===== config.mk =====
export PLATFORM = sky130hd
export DESIGN_NAME = i2c_slave_fifo
export DESIGN_NICKNAME = d
export VERILOG_FILES = /design/src/rtl/i2c_slave_fifo_pkg.sv /design/src/rtl/i2c_slave_fifo_sync_fifo.sv /design/src/rtl/i2c_slave_fifo.sv
export SDC_FILE = /design/constraint.sdc
export NUM_CORES = 1
export LEC_CHECK = 0
export ABC_AREA = 1
export CORE_MARGIN = 3
export CORE_UTILIZATION = 53
export DETAILED_ROUTE_END_ITERATION = 10
export MAX_ROUTING_LAYER = met4
export PLACE_DENSITY_LB_ADDON = 0.12
export SYNTH_ARGS = -nofsm -noshare
export SYNTH_HDL_FRONTEND = slang
export SYNTH_SLANG_ARGS = --single-unit

===== constraint.sdc =====
create_clock -name clk -period 2.1 [get_ports clk]
set_clock_uncertainty 0.2 [all_clocks]
set_input_delay 0.42 -clock clk [delete_from_list [all_inputs] [get_ports clk]]
set_output_delay 0.42 -clock clk [all_outputs]
set_load 0.02 [all_outputs]

===== src/rtl/i2c_slave_fifo_pkg.sv =====
// Shared definitions for the I2C slave receive path: transaction states and
// the address-byte decode used by the byte handler.
package i2c_slave_fifo_pkg;

  typedef enum logic [1:0] {
    S_IDLE   = 2'd0,
    S_ADDR   = 2'd1,
    S_DATA   = 2'd2,
    S_IGNORE = 2'd3
  } state_t;

  // FIFO entry is {first-byte flag, data byte}.
  localparam int FIFO_WIDTH = 9;

  // Only a write to our own address is accepted; a read is refused.
  function automatic logic addr_write_match(input logic [7:0] addr_byte,
                                            input logic [6:0] own_addr);
    return (addr_byte[7:1] == own_addr) && (addr_byte[0] == 1'b0);
  endfunction

endpackage


===== src/rtl/i2c_slave_fifo_sync_fifo.sv =====
// Show-ahead synchronous FIFO: head entry is visible with zero latency and
// the last popped entry stays on the output while empty.
module sync_fifo #(
  parameter int WIDTH      = 9,
  parameter int DEPTH_LOG2 = 3
) (
  input  logic                  clk,
  input  logic                  reset,
  input  logic                  push,
  input  logic [WIDTH-1:0]      push_data,
  input  logic                  pop,
  output logic [WIDTH-1:0]      head_data,
  output logic                  valid,
  output logic                  full,
  output logic [DEPTH_LOG2:0]   count
);

  localparam int DEPTH = 2 ** DEPTH_LOG2;
  localparam logic [DEPTH_LOG2:0] DEPTH_CNT = (DEPTH_LOG2 + 1)'(DEPTH);

  logic [WIDTH-1:0]      mem [DEPTH];
  logic [DEPTH_LOG2-1:0] wr_ptr_reg;
  logic [DEPTH_LOG2-1:0] rd_ptr_reg;
  logic [DEPTH_LOG2:0]   count_reg;
  logic [WIDTH-1:0]      last_reg;
  logic                  push_ok;
  logic                  pop_ok;

  // Full is judged on the registered count, so a same-cycle pop never frees a slot.
  assign full      = (count_reg == DEPTH_CNT);
  assign valid     = (count_reg != '0);
  assign push_ok   = push && !full;
  assign pop_ok    = pop && valid;
  assign count     = count_reg;
  assign head_data = valid ? mem[rd_ptr_reg] : last_reg;

  always_ff @(posedge clk) begin
    if (push_ok) begin
      mem[wr_ptr_reg] <= push_data;
    end
  end

  always_ff @(posedge clk or posedge reset) begin
    if (reset) begin
      wr_ptr_reg <= '0;
      rd_ptr_reg <= '0;
      count_reg  <= '0;
      last_reg   <= '0;
    end else begin
      if (push_ok) begin
        wr_ptr_reg <= wr_ptr_reg + 1'b1;
      end
      if (pop_ok) begin
        rd_ptr_reg <= rd_ptr_reg + 1'b1;
        last_reg   <= mem[rd_ptr_reg];
      end
      case ({push_ok, pop_ok})
        2'b10:   count_reg <= count_reg + 1'b1;
        2'b01:   count_reg <= count_reg - 1'b1;
        default: count_reg <= count_reg;
      endcase
    end
  end

endmodule


===== src/rtl/i2c_slave_fifo.sv =====
// I2C slave byte handler: decodes the address byte, ACKs and queues data
// bytes of write transactions to our address into a show-ahead FIFO.
module i2c_slave_fifo
  import i2c_slave_fifo_pkg::*;
#(
  parameter logic [6:0] I2C_ADDRESS = 7'd0,
  parameter int         DEPTH_LOG2  = 3
) (
  input  logic                clk,
  input  logic                reset,
  input  logic                start,
  input  logic                stop,
  input  logic [7:0]          write_data,
  input  logic                wr,
  output logic                wr_ack,
  output logic [7:0]          rx_data,
  output logic                rx_first,
  output logic                rx_valid,
  input  logic                rx_rd,
  output logic [DEPTH_LOG2:0] rx_count,
  output logic                overflow
);

  state_t state_reg, state_next;
  logic   wr_ack_reg, wr_ack_next;
  logic   first_reg, first_next;
  logic   overflow_reg, overflow_next;
  logic   push;
  logic   fifo_full;
  logic [FIFO_WIDTH-1:0] head;

  always_ff @(posedge clk or posedge reset) begin
    if (reset) begin
      state_reg    <= S_IDLE;
      wr_ack_reg   <= 1'b0;
      first_reg    <= 1'b0;
      overflow_reg <= 1'b0;
    end else begin
      state_reg    <= state_next;
      wr_ack_reg   <= wr_ack_next;
      first_reg    <= first_next;
      overflow_reg <= overflow_next;
    end
  end

  // Bus conditions take precedence; a byte strobed alongside them is dropped.
  always_comb begin
    state_next    = state_reg;
    wr_ack_next   = wr_ack_reg;
    first_next    = first_reg;
    overflow_next = 1'b0;
    push          = 1'b0;
    if (start) begin
      state_next = S_ADDR;
    end else if (stop) begin
      state_next = S_IDLE;
    end else if (wr) begin
      case (state_reg)
        S_ADDR: begin
          if (addr_write_match(write_data, I2C_ADDRESS)) begin
            wr_ack_next = 1'b1;
            first_next  = 1'b1;
            state_next  = S_DATA;
          end else begin
            wr_ack_next = 1'b0;
            state_next  = S_IGNORE;
          end
        end
        S_DATA: begin
          if (!fifo_full) begin
            push        = 1'b1;
            wr_ack_next = 1'b1;
            first_next  = 1'b0;
          end else begin
            wr_ack_next   = 1'b0;
            overflow_next = 1'b1;
            state_next    = S_IGNORE;
          end
        end
        default: wr_ack_next = 1'b0;
      endcase
    end
  end

  sync_fifo #(
    .WIDTH      (FIFO_WIDTH),
    .DEPTH_LOG2 (DEPTH_LOG2)
  ) u_fifo (
    .clk       (clk),
    .reset     (reset),
    .push      (push),
    .push_data ({first_reg, write_data}),
    .pop       (rx_rd),
    .head_data (head),
    .valid     (rx_valid),
    .full      (fifo_full),
    .count     (rx_count)
  );

  assign rx_first = head[8];
  assign rx_data  = head[7:0];
  assign wr_ack   = wr_ack_reg;
  assign overflow = overflow_reg;

endmodule


# Yosys cells after proc, flatten, opt, wreduce, memory -nomap -nowiden
# Memories as Yosys holds them, arrays and structs flattened.
# Index checks and enable logic that the tools add are counted.
[classes] n_addsub=4 mul=0 div=0 order_cmp=0 n_eq_ne=8 shift=0 n_mux=25 n_bitwise=3 reduce_logical=13
[ops] operator="$mux 1" count=16
[ops] operator="$mux 9" count=1
[ops] operator="$mux 2" count=4
[ops] operator="$pmux 4 s2" count=1
[ops] operator="$reduce_bool 4->1" count=2
[ops] operator="$logic_not 7->1" count=1
[ops] operator="$add 3x1->3 const B" count=2
[ops] operator="$reduce_and 3->1" count=2
[ops] operator="$reduce_and 6->1" count=1
[ops] operator="$add 4x1->4 const B" count=1
[ops] operator="$eq 2x1->1 const B" count=2
[ops] operator="$eq 2x2->1 const B" count=2
[ops] operator="$eq 4x4->1 const B" count=1
[ops] operator="$ne 2x2->1 const B" count=2
[ops] operator="$ne 4x4->1 const B" count=1
[ops] operator="$pmux 1 s2" count=2
[ops] operator="$pmux 2 s2" count=1
[ops] operator="$reduce_bool 2->1" count=2
[ops] operator="$sub 4x1->4 const B" count=1
[ops] operator="$logic_and 1x1->1" count=3
[ops] operator="$not 1->1" count=3
[ops] operator="$reduce_bool 3->1" count=1
[ops] operator="$logic_not 1->1" count=1
[totals] register_bits=24 latchBits=0 ramBits=72 romBits=0 in_bits=14 out_inout_bits=16 wordCells=62 memories=1
[memory_table] memory="u_fifo.mem" depth=8 word_bits=9 rd=1 rd_clocked_by_memory_dff=0 wr=1 line="i2c_slave_fifo_sync_fifo.sv:21" rtl="logic [WIDTH-1:0] mem [DEPTH];"

# Depth between registers and ports, before layout
# Gate-level depths: netlist (run 1).
[logic_depth] word_depth=9 ltp_mapped=15 ltp_nobuf=15

# Cells and area by module
# From an unflattened synthesis (run 1), not the netlist that was laid out.
[hier_totals] cells_unflattened=407 area_unflattened_um2=4251.6
[modules_own_cells] mod="sync_fifo" instances=1 cells_per_inst=359 area_per_inst_um2=3915.0 seq_area_each_um2=2637.5
[modules_own_cells] mod="i2c_slave_fifo" instances=1 cells_per_inst=48 area_per_inst_um2=336.6 seq_area_each_um2=125.1

# Worst setup path before layout (run 1)
# No wires, ideal clock.
[synth_path] kind="reg-to-reg" start="register u_fifo.count_reg[0], in the netlist u_fifo.count[0]" end="register u_fifo.count_reg[2], in the netlist u_fifo.count[2]" setup_time_ns=0.082 arrival_ns=2.168 required_ns=1.818 setup_slack_ns=-0.350 stages_incl_launch_ff=14 synth_period_minus_slack_ns=2.450 cell_sequence="dfrtp_1 -> nor2_2 -> nand3_2 -> nand2_1 -> inv_1 -> buf_2 -> ha_1 -> nand2_1 -> inv_1 -> nor2_1 -> ha_1 -> a21oi_1 -> or2_2 -> a31oi_1"
[synth_rtl] item="from (decl)" line="i2c_slave_fifo_sync_fifo.sv:24" rtl="logic [DEPTH_LOG2:0] count_reg;"
[synth_rtl] item="from (signal assigned)" line="i2c_slave_fifo_sync_fifo.sv:58" rtl="2'b10: count_reg <= count_reg + 1'b1;"
[synth_rtl] item="from (signal assigned)" line="i2c_slave_fifo_sync_fifo.sv:59" rtl="2'b01: count_reg <= count_reg - 1'b1;"
[synth_rtl] item="from (signal assigned)" line="i2c_slave_fifo_sync_fifo.sv:60" rtl="default: count_reg <= count_reg;"
[synth_rtl] item="$reduce_bool 4->1 (*)" line="i2c_slave_fifo_sync_fifo.sv:31" rtl="assign valid = (count_reg != '0);"
[synth_rtl] item="$logic_and 1x1->1 (*)" line="i2c_slave_fifo_sync_fifo.sv:33" rtl="assign pop_ok = pop && valid;"
[synth_rtl] item="net u_fifo.pop_ok" line="i2c_slave_fifo_sync_fifo.sv:27" rtl="logic pop_ok;"
[synth_rtl] item="$eq 2x1->1 or $eq 2x2->1 (tied branches)" line="i2c_slave_fifo_sync_fifo.sv:57" rtl="case ({push_ok, pop_ok})"
[synth_rtl] item="$pmux 4 s2 or $reduce_bool 2->1 (tied branches)"
# Mark *: on every way through the listed nets, which the timed path passes. The rest lies on a longest branch.
# A chain may end at the register's enable or synchronous reset.

# Worst setup path in the final report (run 1)
[layout_path] start="register u_fifo.rd_ptr_reg[0]" end="output rx_data[4]"
[layout_via] elab_chain_cells=2
[layout_rtl] item="from (decl)" line="i2c_slave_fifo_sync_fifo.sv:23" rtl="logic [DEPTH_LOG2-1:0] rd_ptr_reg;"
[layout_rtl] item="from (signal assigned)" line="i2c_slave_fifo_sync_fifo.sv:54" rtl="rd_ptr_reg <= rd_ptr_reg + 1'b1;"
[layout_rtl] item="$mem_v2 8x9"
[layout_rtl] item="$mux 9" line="i2c_slave_fifo_sync_fifo.sv:35" rtl="assign head_data = valid ? mem[rd_ptr_reg] : last_reg;"
[layout_rtl] item="to (decl)" line="i2c_slave_fifo.sv:16" rtl="output logic [7:0] rx_data,"
# Every way passes these cells.

==> Flow_metrics.wiki, run 1 <==
{| class="wikitable"
! Metric !! Value
|-
| Run status || finished, violations left
|-
| Failing checks || negative setup slack
|-
| CORE AREA || slightly below 8000 µm²
|-
| Clock period minus worst slack || 2.45 ns
|-
| Post-layout utilization of the core || 0.704
|-
| Horizontal die dimension || approximately 96 µm
|-
| TritonCTS Sinks || 96
|-
| Max FFs per register || 72
|-
| Gate Count Post-Synth || between 400 and 500
|-
| Startpoint kind of the worst setup timing path || flip-flop
|-
| Signed area change from the synthesized netlist to the final layout || 27.3%
|-
| Number of clock buffers inserted by TritonCTS || 9
|-
| Number of port buffers || 29
|-
| Detailed-routing iteration count for the pre-antenna-repair pass || 5
|-
| Worst-path maximum fanout || 5
|-
| Part of the total power dissipated in the clock network || 0.163
|-
| Setup violation total in the final timing report || 11
|-
| Cell count after placement || around 600
|-
| Proportion of power drawn by flip-flops and latches || 0.335
|-
| Total routed wire length on the met1 layer || between 4000 and 5000 µm
|-
| Crit path arrival time || 1.83 ns
|-
| Distinct cells, synth || 29
|-
| Routed length on met2 || around 4800 µm
|-
| Total of warnings raised by yosys || 0
|-
| Die Outline Area || 9260 µm²
|-
| Overall global routing resource usage || 0.233
|-
| Post-layout net count || 540
|-
| Start-to-end type of the worst setup path || reg2out
|-
| Placed wire-length estimate || ~6400 µm
|-
| Insertion delay of the later-clocked pin in the worst-skew pair || 0.36 ns
|-
| FF+latch area || roughly 2800 µm²
|-
| Post-synthesis instance area || 4320 µm²
|-
| First-pass GRT wire length || 15,400 µm
|-
| Standby leakage power || ~2.3 nW
|-
| Die Y-Extent || roughly 96 µm
|-
| Fin. max-slew vios || 0
|-
| Fraction of final layout cells sized beyond drive strength 1 || 0.277
|-
| H-tree depth || 3
|-
| Initial drt markers || roughly 160
|-
| Critical path data required time || about 1.5 ns
|-
| Highest Clock Rate || 408 MHz
|-
| DR DRC count || 0
|-
| Post-Layout Cell Count || about 630
|-
| Min-Delay Startpoint || start
|-
| Final hold violation count || 0
|-
| Pwr per Cell Area || 1290 nW/µm²
|-
| Number of vias per cell after detailed routing || just over 5
|-
| Crit share post-route || 1.17
|-
| Top layer in use || met4
|-
| Number of buffers inserted for hold repair after clock tree synthesis || 0
|-
| Initial antenna violation count || 0
|-
| Dpl ws || -0.501 ns
|-
| RSZ-0062 raised after global routing || yes
|-
| Maximum number of pins on one net before global-route repair || 25
|-
| Max-cap violations || 0
|-
| Launch point of the worst reg-to-reg path || state_reg[0]
|-
| Internal portion of total power || 4.19 mW
|-
| Headroom to the max-slew limit || 0.777
|-
| Net switching power of the design || ~2.9 mW
|-
| Clock tree from TritonCTS || done
|-
| Top-Level Pins || 30
|-
| Effective utilization at floorplan || 0.553
|-
| Least-Margin Pin Slew || about 0.33 ns
|-
| FILL cells || 587
|-
| Combinational share of power || 0.503
|-
| Fraction of the yosys area taken by sequential cells || 0.640
|-
| Antenna-violating nets left || 0
|-
| Launch point of the critical path || u_fifo.rd_ptr_reg[0]
|-
| Antenna Cells || 0
|-
| Clock tree buffer depth || 2
|-
| Standard-cell rows || 32
|-
| Detailed-route wire length || 9850 µm
|-
| Post-Synthesis Net Count || 450
|-
| Post-detailed-route wirelength per cell || around 16 µm
|-
| CTS root buf || sky130_fd_sc_hd__clkbuf_8
|-
| Switching Share || 0.408
|-
| Metal3 WL || between 500 and 600 µm
|-
| Total grt overflow || 0
|-
| Average size of a mapped cell || approximately 10 µm²
|-
| Clock-pin slew reported for the worst setup and hold paths after clock tree synthesis || around 0.10 ns
|-
| Total area of multi-input combinational cells || between 1000 and 1500 µm²
|-
| Number of global-route vias before repair || slightly above 3,000
|-
| Flops & latches, synth || 96
|-
| Class of the tightest hold or removal check || in2reg
|-
| Final worst-path setup slack || -0.350 ns
|-
| VDD IR max || 0.000508 V
|-
| Worst Setup End Kind || primary output
|-
| DR vias || 3,248
|-
| Routability cong. || 0.841
|}
layout make-up:
class                           instances  share of cell area
Sequential cell                        96               0.504
Inverter                               22              0.0184
Clock inverter                          7              0.0112
Timing Repair inverter                  1             0.00205
Multi-Input combinational cell        297               0.266
Clock buffer                            9              0.0225
Timing Repair Buffer                   92               0.153
Tap cell                              102              0.0232
critical path, stage by stage (launching register included):
cell                      delay [ns]
sky130_fd_sc_hd__dfrtp_2        0.50
sky130_fd_sc_hd__buf_12         0.18
sky130_fd_sc_hd__buf_8          0.13
sky130_fd_sc_hd__nor2_1         0.10
sky130_fd_sc_hd__nor2_1         0.04
sky130_fd_sc_hd__o21ai_1        0.07
sky130_fd_sc_hd__nand2_1        0.06
sky130_fd_sc_hd__nand2_1        0.07
sky130_fd_sc_hd__nand2_2        0.08
sky130_fd_sc_hd__nand2_1        0.06
sky130_fd_sc_hd__nand2_1        0.05
sky130_fd_sc_hd__buf_6          0.13
stage by stage:
step / hold WS, ns / power, mW / setup TNS [ns] / area (µm²)
after floorplan: 0.234 / 4.41 / -0.0834 / 4360
after global placement: 0.263 / 5.42 / -22.84 / 5050
after detailed placement: 0.265 / 5.49 / -23.07 / 5050
after CTS: 0.186 / 6.99 / -2.84 / 5430
after global routing: 0.226 / 7.55 / -3.86 / 5490
final: 0.192 / 7.08 / -2.63 / 5490
cells in the mapped netlist, drive strengths merged:
cell type / count / area (µm²)
nand2: 135 / 514
nor2: 93 / 375
edfxtp: 72 / 2160
o21ai: 39 / 195
dfrtp: 24 / 601
inv: 20 / 82.6
buf: 14 / 140
ha: 7 / 87.6
nand3: 7 / 40.0
a21oi: 5 / 25.0
nand4: 3 / 18.8
xor2: 3 / 26.3
clkinv: 2 / 7.51
nor3: 2 / 20.0
a31oi: 1 / 6.26
or2: 1 / 6.26
xnor2: 1 / 8.76
per-layer routing:
| layer | track usage | vias to the layer above |
|---|---|---|
| met5 | - | - |
| met4 | 0.0936 | 0 |
| met3 | 0.0250 | 18 |
| met2 | 0.368 | 112 |
| met1 | 0.312 | 1531 |
| li1 | - | 1587 |
worst paths after layout:
| path | to | slack (ns) | cells past startpoint |
|---|---|---|---|
| setup / recovery | rx_data[4] | -0.35 | 11 |
| hold / removal | state_reg[0] | 0.19 | 3 |
| setup reg to reg | u_fifo.count[2] | -0.02 | 13 |
| hold reg to reg | u_fifo.last_reg[8] | 0.29 | 2 |
| max in group asynchronous | u_fifo.rd_ptr_reg[0] | 1.21 | 3 |
| min in group asynchronous | overflow | 0.21 | 3 |
timing repair:
action	in CTS	in global routing
cloned	3	0
buffers inserted	9	0
setup endpoints to repair	13	14
resized for setup	90	24
pin swaps	25	14
power by group through the flow:
| stage | logic [mW] | registers [mW] | clock network (mW) |
|---|---|---|---|
| 5_1_grt | 3.93 | 2.39 | 1.23 |
| 3_5_place_dp | 3.10 | 2.38 | 0 |
| 3_3_place_gp | 3.05 | 2.37 | 0 |
| 6_report | 3.56 | 2.37 | 1.15 |
| 4_1_cts | 3.45 | 2.37 | 1.17 |
| 2_1_floorplan | 1.98 | 2.43 | 0 |
cells in the final DEF (no fill, tap or decap), drive strengths merged:
master and instances:
nand3 7, nand4 3, clkinvlp 2, nor3 2
or2 1, buf 71, dlymetal6s2s 2, nand2 135
xnor2 1, clkdlybuf4s50 13, o21ai 39, nor2 93
edfxtp 72, inv 25, clkinv 3, a21oi 5
clkbuf 10, ha 7, xor2 3, dfrtp 24
dlygate4sd2 5, a31oi 1
logic make-up after synthesis:
kind of cell | Yosys count | synth area share
AO/OA/AOI/OAI | 45 | 0.0525
XOR/XNOR | 4 | 0.00812
adder cells (fa/ha/maj) | 7 | 0.0203
buffers and inverters | 36 | 0.0533
flip-flops | 96 | 0.640
AND/OR/NAND/NOR | 241 | 0.226
Power figures use the tool's default switching activity.
==> run 2: changes to the inputs <==
--- a/config.mk
+++ b/config.mk
@@ -7,8 +7,9 @@
 export LEC_CHECK = 0
 export ABC_AREA = 1
 export CORE_MARGIN = 3
-export CORE_UTILIZATION = 53
+export CORE_UTILIZATION = 57
 export DETAILED_ROUTE_END_ITERATION = 10
+export DONT_BUFFER_PORTS = 1
 export MAX_ROUTING_LAYER = met4
 export PLACE_DENSITY_LB_ADDON = 0.12
 export SYNTH_ARGS = -nofsm -noshare
==> run 2 against run 1 <==
The run still ends with negative setup slack left. Worst hold slack lost 0.15 ns. Power shrank 9.4%. Clock power grew 22%. Cell area shrank 8.2%. First-iteration DRC count grew 34%. Sequential power is essentially flat. Register-to-register slack gained 0.07 ns. Routed wire length shrank 11%. Setup slack gained 0.13 ns. Non-clock buffer count shrank 45. Sequential share of layout area grew 4.5 points. Global-route usage shrank 1.3 points. Largest cell class unchanged.
==> Flow_metrics.wiki, run 2 (synthesized netlist as in run 1, its figures left out) <==
{| class="wikitable"
! Metric !! Value
|-
| Run status || finished, violations left
|-
| Failing checks || negative setup slack
|-
| Post-layout net count || 494 (-8.5%)
|-
| Initial drt markers || 216 (+34%)
|-
| Crit share post-route || 1.11 (-0.0610)
|-
| Top-Level Pins || 30 (unchanged)
|-
| Most used cells in the layout excluding fill and tap cells || 114 x sky130_fd_sc_hd__nand2_1, 88 x sky130_fd_sc_hd__nor2_1, 72 x sky130_fd_sc_hd__edfxtp_1, 36 x sky130_fd_sc_hd__buf_4, 30 x sky130_fd_sc_hd__o21ai_1
|-
| Hold slack || 0.0408 ns (-0.152 ns)
|-
| Post-layout utilization of the core || 0.691 (-0.0124)
|-
| Top layer in use || met4
|-
| Antenna-violating nets left || 0 (unchanged)
|-
| Routability cong. || 0.878 (+4.3%)
|-
| Start-to-end type of the worst setup path || reg2out
|-
| Number of global-route vias before repair || 2,788 (-9.5%)
|-
| Number of port buffers || 0 (-100%)
|-
| Signed area change from the synthesized netlist to the final layout || 16.8%
|-
| Min-Delay Startpoint || start
|-
| Die Y-Extent || 93.0 µm (-3.3%)
|-
| Critical path data required time || 1.48 ns (about the same)
|-
| Maximum number of pins on one net before global-route repair || 38 (+52%)
|-
| Clock tree from TritonCTS || done
|-
| Worst-path maximum fanout || 30 (+25)
|-
| Standard-cell rows || 31 (-3.1%)
|-
| Clock tree buffer depth || 2 (unchanged)
|-
| Worst Setup End Kind || primary output
|-
| CTS root buf || sky130_fd_sc_hd__clkbuf_8
|-
| Routed length on met2 || 4260 µm (-12%)
|-
| TritonCTS Sinks || 96 (unchanged)
|-
| VDD IR max || 0.000644 V (+27%)
|-
| Launch point of the critical path || u_fifo.rd_ptr_reg[0]
|-
| Effective utilization at floorplan || 0.592 (+0.0391)
|-
| FILL cells || 586 (-0.17%)
|-
| Fraction of final layout cells sized beyond drive strength 1 || 0.207 (-0.0696)
|-
| Clock period minus worst slack || 2.32 ns (-0.128 ns)
|-
| Antenna Cells || 0 (unchanged)
|-
| Initial antenna violation count || 0 (unchanged)
|-
| Max FFs per register || 72 (unchanged)
|-
| RSZ-0062 raised after global routing || yes
|-
| H-tree depth || 3 (unchanged)
|-
| Hold Path Depth || 3 (unchanged)
|-
| Number of clock buffers inserted by TritonCTS || 9 (unchanged)
|-
| Total grt overflow || 0 (unchanged)
|-
| First-pass GRT wire length || 13,900 µm (-10%)
|-
| DR vias || 2,926 (-9.9%)
|-
| Crit path arrival time || 1.70 ns (-0.13 ns)
|-
| Launch point of the worst reg-to-reg path || u_fifo.count[1]
|-
| Post-detailed-route wirelength per cell || 15.1 µm (-3.8%)
|-
| Metal3 WL || 367 µm (-29%)
|-
| Fin. max-slew vios || 0 (unchanged)
|-
| Die Outline Area || 8650 µm² (-6.6%)
|-
| Max-cap violations || 0 (unchanged)
|-
| Horizontal die dimension || 93.0 µm (-3.3%)
|-
| Endpoint, Worst Hold || state_reg[1]
|-
| Detailed-routing iteration count for the pre-antenna-repair pass || 4 (-1)
|-
| Least-Margin Pin Slew || 0.360 ns (+0.0251 ns)
|-
| Total routed wire length on the met1 layer || 4000 µm (-6.2%)
|-
| Number of vias per cell after detailed routing || 5.07 (-2.3%)
|-
| Overall global routing resource usage || 0.220 (-0.0129)
|-
| Cell depth of the worst flop-to-flop path || 12 (-1)
|-
| Standby leakage power || 2.10 nW (-10%)
|-
| Final hold violation count || 0 (unchanged)
|-
| Commonest non-fill, non-tap cell in the layout || sky130_fd_sc_hd__nand2_1
|-
| Final worst-path setup slack || -0.222 ns (+0.128 ns)
|-
| Minimum setup slack among reg-to-reg paths || 0.05 ns (+0.07 ns)
|-
| Startpoint kind of the worst setup timing path || flip-flop
|-
| DR DRC count || 0 (unchanged)
|-
| Detailed-route wire length || 8730 µm (-11%)
|-
| Placed wire-length estimate || 5700 µm (-11%)
|-
| Highest Clock Rate || 431 MHz (+5.5%)
|-
| Pwr per Cell Area || 1270 nW/µm² (-1.3%)
|-
| Class of the tightest hold or removal check || in2reg
|-
| Headroom to the max-slew limit || 0.759 (-0.0182)
|-
| Clock-pin slew reported for the worst setup and hold paths after clock tree synthesis || 0.10 ns (about the same)
|-
| Critical register-to-register path endpoint || u_fifo.count[2]
|-
| Insertion delay of the later-clocked pin in the worst-skew pair || 0.35 ns (about the same)
|-
| CORE AREA || 7290 µm² (-6.6%)
|-
| Setup violation total in the final timing report || 9 (-2)
|}
[run 2: worst max-delay path by stage]
| stage | to | depth (start not counted) | slack [ns] |
|---|---|---|---|
| floorplan | u_fifo.count[2] | 13 | -0.08 |
| global placement | u_fifo.count[2] | 14 | -0.02 |
| detailed placement | u_fifo.count[2] | 14 | -0.10 |
| CTS | rx_data[2] | 9 | -0.23 |
| global route | rx_data[2] | 9 | -0.35 |
| finish | rx_data[2] | 9 | -0.22 |
[run 2: cell type report]
class	count	area, µm²	share of cell area
Sequential cell	96	2770	0.549
Multi-Input combinational cell	297	1430	0.284
Timing Repair Buffer	47	390	0.0774
Clock buffer	11	131	0.0261
Tap cell	99	124	0.0246
Clock inverter	5	104	0.0206
Inverter	22	91.3	0.0181
[run 2: layer usage]
layer / GRT usage / vias up
met5: - / -
met1: 0.295 / 1364
met4: 0.0672 / 0
met3: 0.0426 / 9
li1: - / 1494
met2: 0.347 / 59
[run 2: through the flow]
stage          worst slack [ns]  total power [mW]  setup TNS [ns]  instances  instance area [µm²]
6_report                 -0.222              6.41           -1.56        577                 5040
5_1_grt                  -0.353              6.85           -2.89        577                 5040
4_1_cts                  -0.228              6.39           -1.73        575                 5000
3_5_place_dp             -0.101              4.86          -0.101        548                 4610
3_3_place_gp            -0.0240              4.82         -0.0240        548                 4610
2_1_floorplan           -0.0834              4.41         -0.0834        429                 4360
[run 2: worst max-delay path, stage by stage, from the launching register on]
cell and delay (ns):
sky130_fd_sc_hd__dfrtp_2 0.45, sky130_fd_sc_hd__buf_12 0.20, sky130_fd_sc_hd__nor2_1 0.06, sky130_fd_sc_hd__nor2_1 0.09, sky130_fd_sc_hd__o21ai_1 0.07, sky130_fd_sc_hd__nand2_1 0.10, sky130_fd_sc_hd__nand2_1 0.07, sky130_fd_sc_hd__nand2_2 0.10
sky130_fd_sc_hd__nand2_1 0.07, sky130_fd_sc_hd__nand2_2 0.12
[run 2: report_power, final]
group | switching (mW) | internal, mW | leakage (nW) | total [mW]
sequential | 0.135 | 2.22 | 0.938 | 2.36
combinational | 1.79 | 0.868 | 1.05 | 2.66
clock | 0.603 | 0.795 | 0.118 | 1.40
total | 2.53 | 3.88 | 2.10 | 6.41
[run 2: repair_timing]
action | CTS | global route
endpoints found under the setup margin | 10 | 11
setup buffers | 1 | 2
endpoints found under the hold margin | 89 | 0
gates resized for setup | 20 | 5
hold buffers | 10 | 0
pin swaps | 2 | 1
gates cloned | 0 | 0
==> run 3: changes to the inputs <==
--- a/config.mk
+++ b/config.mk
@@ -5,11 +5,11 @@
 export SDC_FILE = /design/constraint.sdc
 export NUM_CORES = 1
 export LEC_CHECK = 0
-export ABC_AREA = 1
 export CORE_MARGIN = 3
-export CORE_UTILIZATION = 57
+export CORE_UTILIZATION = 56
 export DETAILED_ROUTE_END_ITERATION = 10
 export DONT_BUFFER_PORTS = 1
+export GPL_TIMING_DRIVEN = 0
 export MAX_ROUTING_LAYER = met4
 export PLACE_DENSITY_LB_ADDON = 0.12
 export SYNTH_ARGS = -nofsm -noshare
==> run 3 against run 2 <==
The flow still finishes with violations (negative setup slack). Power is 6.0% lower. Worst hold slack better by 0.030 ns. Non-clock buffer count is 7 lower. Setup slack worse by 0.33 ns. Sequential share of layout area is 1.2 points lower. Utilization is 5.4 points higher. First-iteration DRC count is 41% lower. Largest power group is now registers. Register-to-register slack worse by 0.54 ns.
==> Flow_metrics.wiki, run 3 <==
{| class="wikitable"
! Metric !! Value
|-
| H-tree depth || 3 (unchanged)
|-
| Most frequent cell after synthesis || sky130_fd_sc_hd__edfxtp_1
|-
| RSZ-0062 raised after global routing || yes
|-
| Number of clock buffers inserted by TritonCTS || 9 (unchanged)
|-
| Top post-synthesis cells by area || sky130_fd_sc_hd__edfxtp_1 53%, sky130_fd_sc_hd__dfrtp_1 15%, sky130_fd_sc_hd__mux4_1 9.0%
|-
| Placed cell areas || 4390 µm² (-4.7%)
|-
| Number of enable-type register cells in the synthesized netlist || 72 (unchanged)
|-
| Detailed-routing iteration count for the pre-antenna-repair pass || 5 (+1)
|-
| Startpoint kind of the worst setup timing path || flip-flop
|-
| Async set-or-reset flop fraction in the synthesized netlist || 0.250 (unchanged)
|-
| Fin. max-slew vios || 0 (unchanged)
|-
| Number of port buffers || 0 (unchanged)
|-
| Dpl ws || -0.632 ns (-0.531 ns)
|-
| Start-to-end type of the worst setup path || reg2out
|-
| Post-detailed-route wirelength per cell || 20.1 µm (+33%)
|-
| Setup violation total in the final timing report || 13 (+4)
|-
| Headroom to the max-slew limit || 0.368 (-0.390)
|-
| Minimum setup slack among reg-to-reg paths || -0.49 ns (-0.54 ns)
|-
| Max-cap violations || 0 (unchanged)
|-
| Standard-cell rows || 30 (-3.2%)
|-
| Fraction of the yosys area taken by sequential cells || 0.679 (+0.0385)
|-
| Detailed-route wire length || 7820 µm (-10%)
|-
| Launch point of the critical path || u_fifo.count[0]
|-
| Fraction of final layout cells sized beyond drive strength 1 || 0.347 (+0.140)
|-
| Overall global routing resource usage || 0.209 (-0.0116)
|-
| Number of global-route vias before repair || 2,306 (-17%)
|-
| Insertion delay of the later-clocked pin in the worst-skew pair || 0.36 ns (about the same)
|-
| Clock period minus worst slack || 2.65 ns (+0.330 ns)
|-
| Fin area || 5150 µm² (+2.1%)
|-
| Horizontal die dimension || 91.3 µm (-1.9%)
|-
| Crit path arrival time || 2.03 ns (+0.33 ns)
|-
| Antenna-violating nets left || 0 (unchanged)
|-
| Effective utilization at floorplan || 0.589 (-0.00248)
|-
| Top-Level Pins || 30 (unchanged)
|-
| DR vias || 2,222 (-24%)
|-
| Failing checks || negative setup slack
|-
| Clock tree buffer depth || 2 (unchanged)
|-
| Maximum number of pins on one net before global-route repair || 25 (-34%)
|-
| Most used flip-flop cell after synthesis || sky130_fd_sc_hd__edfxtp_1
|-
| Initial antenna violation count || 0 (unchanged)
|-
| Commonest non-fill, non-tap cell in the layout || sky130_fd_sc_hd__edfxtp_1
|-
| Worst-path maximum fanout || 8 (-73%)
|-
| Signed area change from the synthesized netlist to the final layout || 26.5%
|-
| Final hold violation count || 0 (unchanged)
|-
| Run status || finished, violations left
|-
| Pwr per Cell Area || 1170 nW/µm² (-8.0%)
|-
| TritonCTS Sinks || 96 (unchanged)
|-
| Critical path data required time || 1.48 ns (about the same)
|-
| Standby leakage power || 1.79 nW (-15%)
|-
| Distinct cells, synth || 39 (+34%)
|-
| CORE AREA || 6910 µm² (-5.3%)
|-
| Least-Margin Pin Slew || 0.946 ns (+0.586 ns)
|-
| Flops & latches, synth || 96 (unchanged)
|-
| Clock tree from TritonCTS || done
|-
| Class of the tightest hold or removal check || in2reg
|-
| Gate Count Post-Synth || 248 (-42%)
|-
| Die Y-Extent || 91.3 µm (-1.9%)
|-
| Area fraction of the dominant cell type after synthesis || 0.531 (+0.0302)
|-
| Cell taking the most area after synthesis || sky130_fd_sc_hd__edfxtp_1
|-
| Min-Delay Startpoint || wr
|-
| Max FFs per register || 72 (unchanged)
|-
| Post-synthesis instance area || 4070 µm² (-5.7%)
|-
| Highest Clock Rate || 377 MHz (-12%)
|-
| Top post-synthesis cells by count || 72 x sky130_fd_sc_hd__edfxtp_1, 24 x sky130_fd_sc_hd__dfrtp_1, 22 x sky130_fd_sc_hd__nor2_1
|-
| Most used cells in the layout excluding fill and tap cells || 72 x sky130_fd_sc_hd__edfxtp_1, 21 x sky130_fd_sc_hd__dfrtp_1, 19 x sky130_fd_sc_hd__nand2_1, 12 x sky130_fd_sc_hd__buf_4
|-
| Placed wire-length estimate || 4600 µm (-19%)
|-
| Routability cong. || 0.738 (-16%)
|-
| Total of warnings raised by yosys || 0 (unchanged)
|-
| Average size of a mapped cell || 16.4 µm² (+63%)
|-
| First-pass GRT wire length || 12,700 µm (-8.6%)
|-
| Crit share post-route || 1.26 (+0.157)
|-
| Clock-pin slew reported for the worst setup and hold paths after clock tree synthesis || 0.09 ns (about the same)
|-
| Die Outline Area || 8330 µm² (-3.7%)
|-
| CTS root buf || sky130_fd_sc_hd__clkbuf_8
|-
| Initial drt markers || 128 (-41%)
|-
| Final worst-path setup slack || -0.552 ns (-0.330 ns)
|-
| VDD IR max || 0.000663 V (+2.9%)
|-
| Post-layout net count || 310 (-37%)
|-
| Antenna Cells || 0 (unchanged)
|-
| Launch point of the worst reg-to-reg path || u_fifo.count[0]
|-
| Post-Synthesis Net Count || 269 (-40%)
|-
| DR DRC count || 0 (unchanged)
|-
| Number of vias per cell after detailed routing || 5.70 (+12%)
|-
| Total grt overflow || 0 (unchanged)
|-
| Worst Setup End Kind || primary output
|}
## run 3: cell count changes after synthesis, moves of 9 or more
cell	delta
sky130_fd_sc_hd__nand2_1	-112
sky130_fd_sc_hd__nor2_1	-68
sky130_fd_sc_hd__mux2i_1	+9
sky130_fd_sc_hd__o21ai_1	-30
sky130_fd_sc_hd__inv_1	-10
sky130_fd_sc_hd__mux4_1	+14
## run 3: final cells by class
cell class                 count  area, µm²
multi-input combinational    136       1560
buffer                        10        109
inverter                       6       25.0
clock buffer                   9        124
tap                           96        120
timing repair buffer          30        365
sequential                    96       2770
clock inverter                 7       78.8
fill                         419       1760
## run 3: path summary, 6_finish.rpt
kind | end | cells after the start
worst min register to register | u_fifo.last_reg[5] | 2
worst min-delay path | wr_ack | 2
worst max register to register | u_fifo.count[2] | 10
max in group asynchronous | u_fifo.count[0] | 2
min in group asynchronous | u_fifo.count[2] | 2
worst max-delay path | rx_first | 4
## run 3: cell families after synthesis
family | after synthesis | share of synthesized area
compound gates | 31 | 0.0439
xor+xnor | 9 | 0.0194
fa+ha+maj | 7 | 0.0215
buf+inv | 16 | 0.0267
flops | 96 | 0.679
mux | 29 | 0.140
simple gates | 60 | 0.0698
## run 3: per-stage QoR
step | power, mW | utilization | setup TNS, ns | cells | hold slack [ns]
final | 6.03 | 0.745 | -6.19 | 390 | 0.0704
after global routing | 6.36 | 0.745 | -7.04 | 390 | 0.0772
after global placement | 4.36 | 0.636 | -30.79 | 344 | 0.262
after detailed placement | 4.39 | 0.636 | -30.99 | 344 | 0.271
after CTS | 5.84 | 0.727 | -7.37 | 385 | 0.0367
after floorplan | 4.08 | - | -2.23 | 248 | 0.234
## run 3: critical path, stage by stage (launching register included)
cell	delay (ns)
sky130_fd_sc_hd__dfrtp_2	0.52
sky130_fd_sc_hd__or4_4	0.61
sky130_fd_sc_hd__buf_8	0.17
sky130_fd_sc_hd__buf_12	0.15
sky130_fd_sc_hd__a21oi_4	0.22
## run 3: where the power goes
part           leakage [nW]  total (mW)  internal, mW  switching, mW
Sequential            0.936        2.42          2.21          0.215
Clock                0.0994        1.21         0.563          0.650
Combinational         0.751        2.39          1.17           1.22
Total                  1.79        6.03          3.94           2.09
## run 3: timing repair
action | CTS | global route
endpoints found under the hold margin | 90 | 0
endpoints found under the setup margin | 90 | 86
resized for setup | 27 | 21
gates cloned | 0 | 1
pin swaps | 10 | 8
hold buffers | 11 | 0
buffers inserted | 14 | 4
## run 3: metal layers
metal	track usage	vias up	wire length [µm]
met5	-	-	0
met4	0.0741	0	112
met3	0.0489	11	445
met2	0.315	60	3900
met1	0.283	1112	3360
li1	-	1039	-
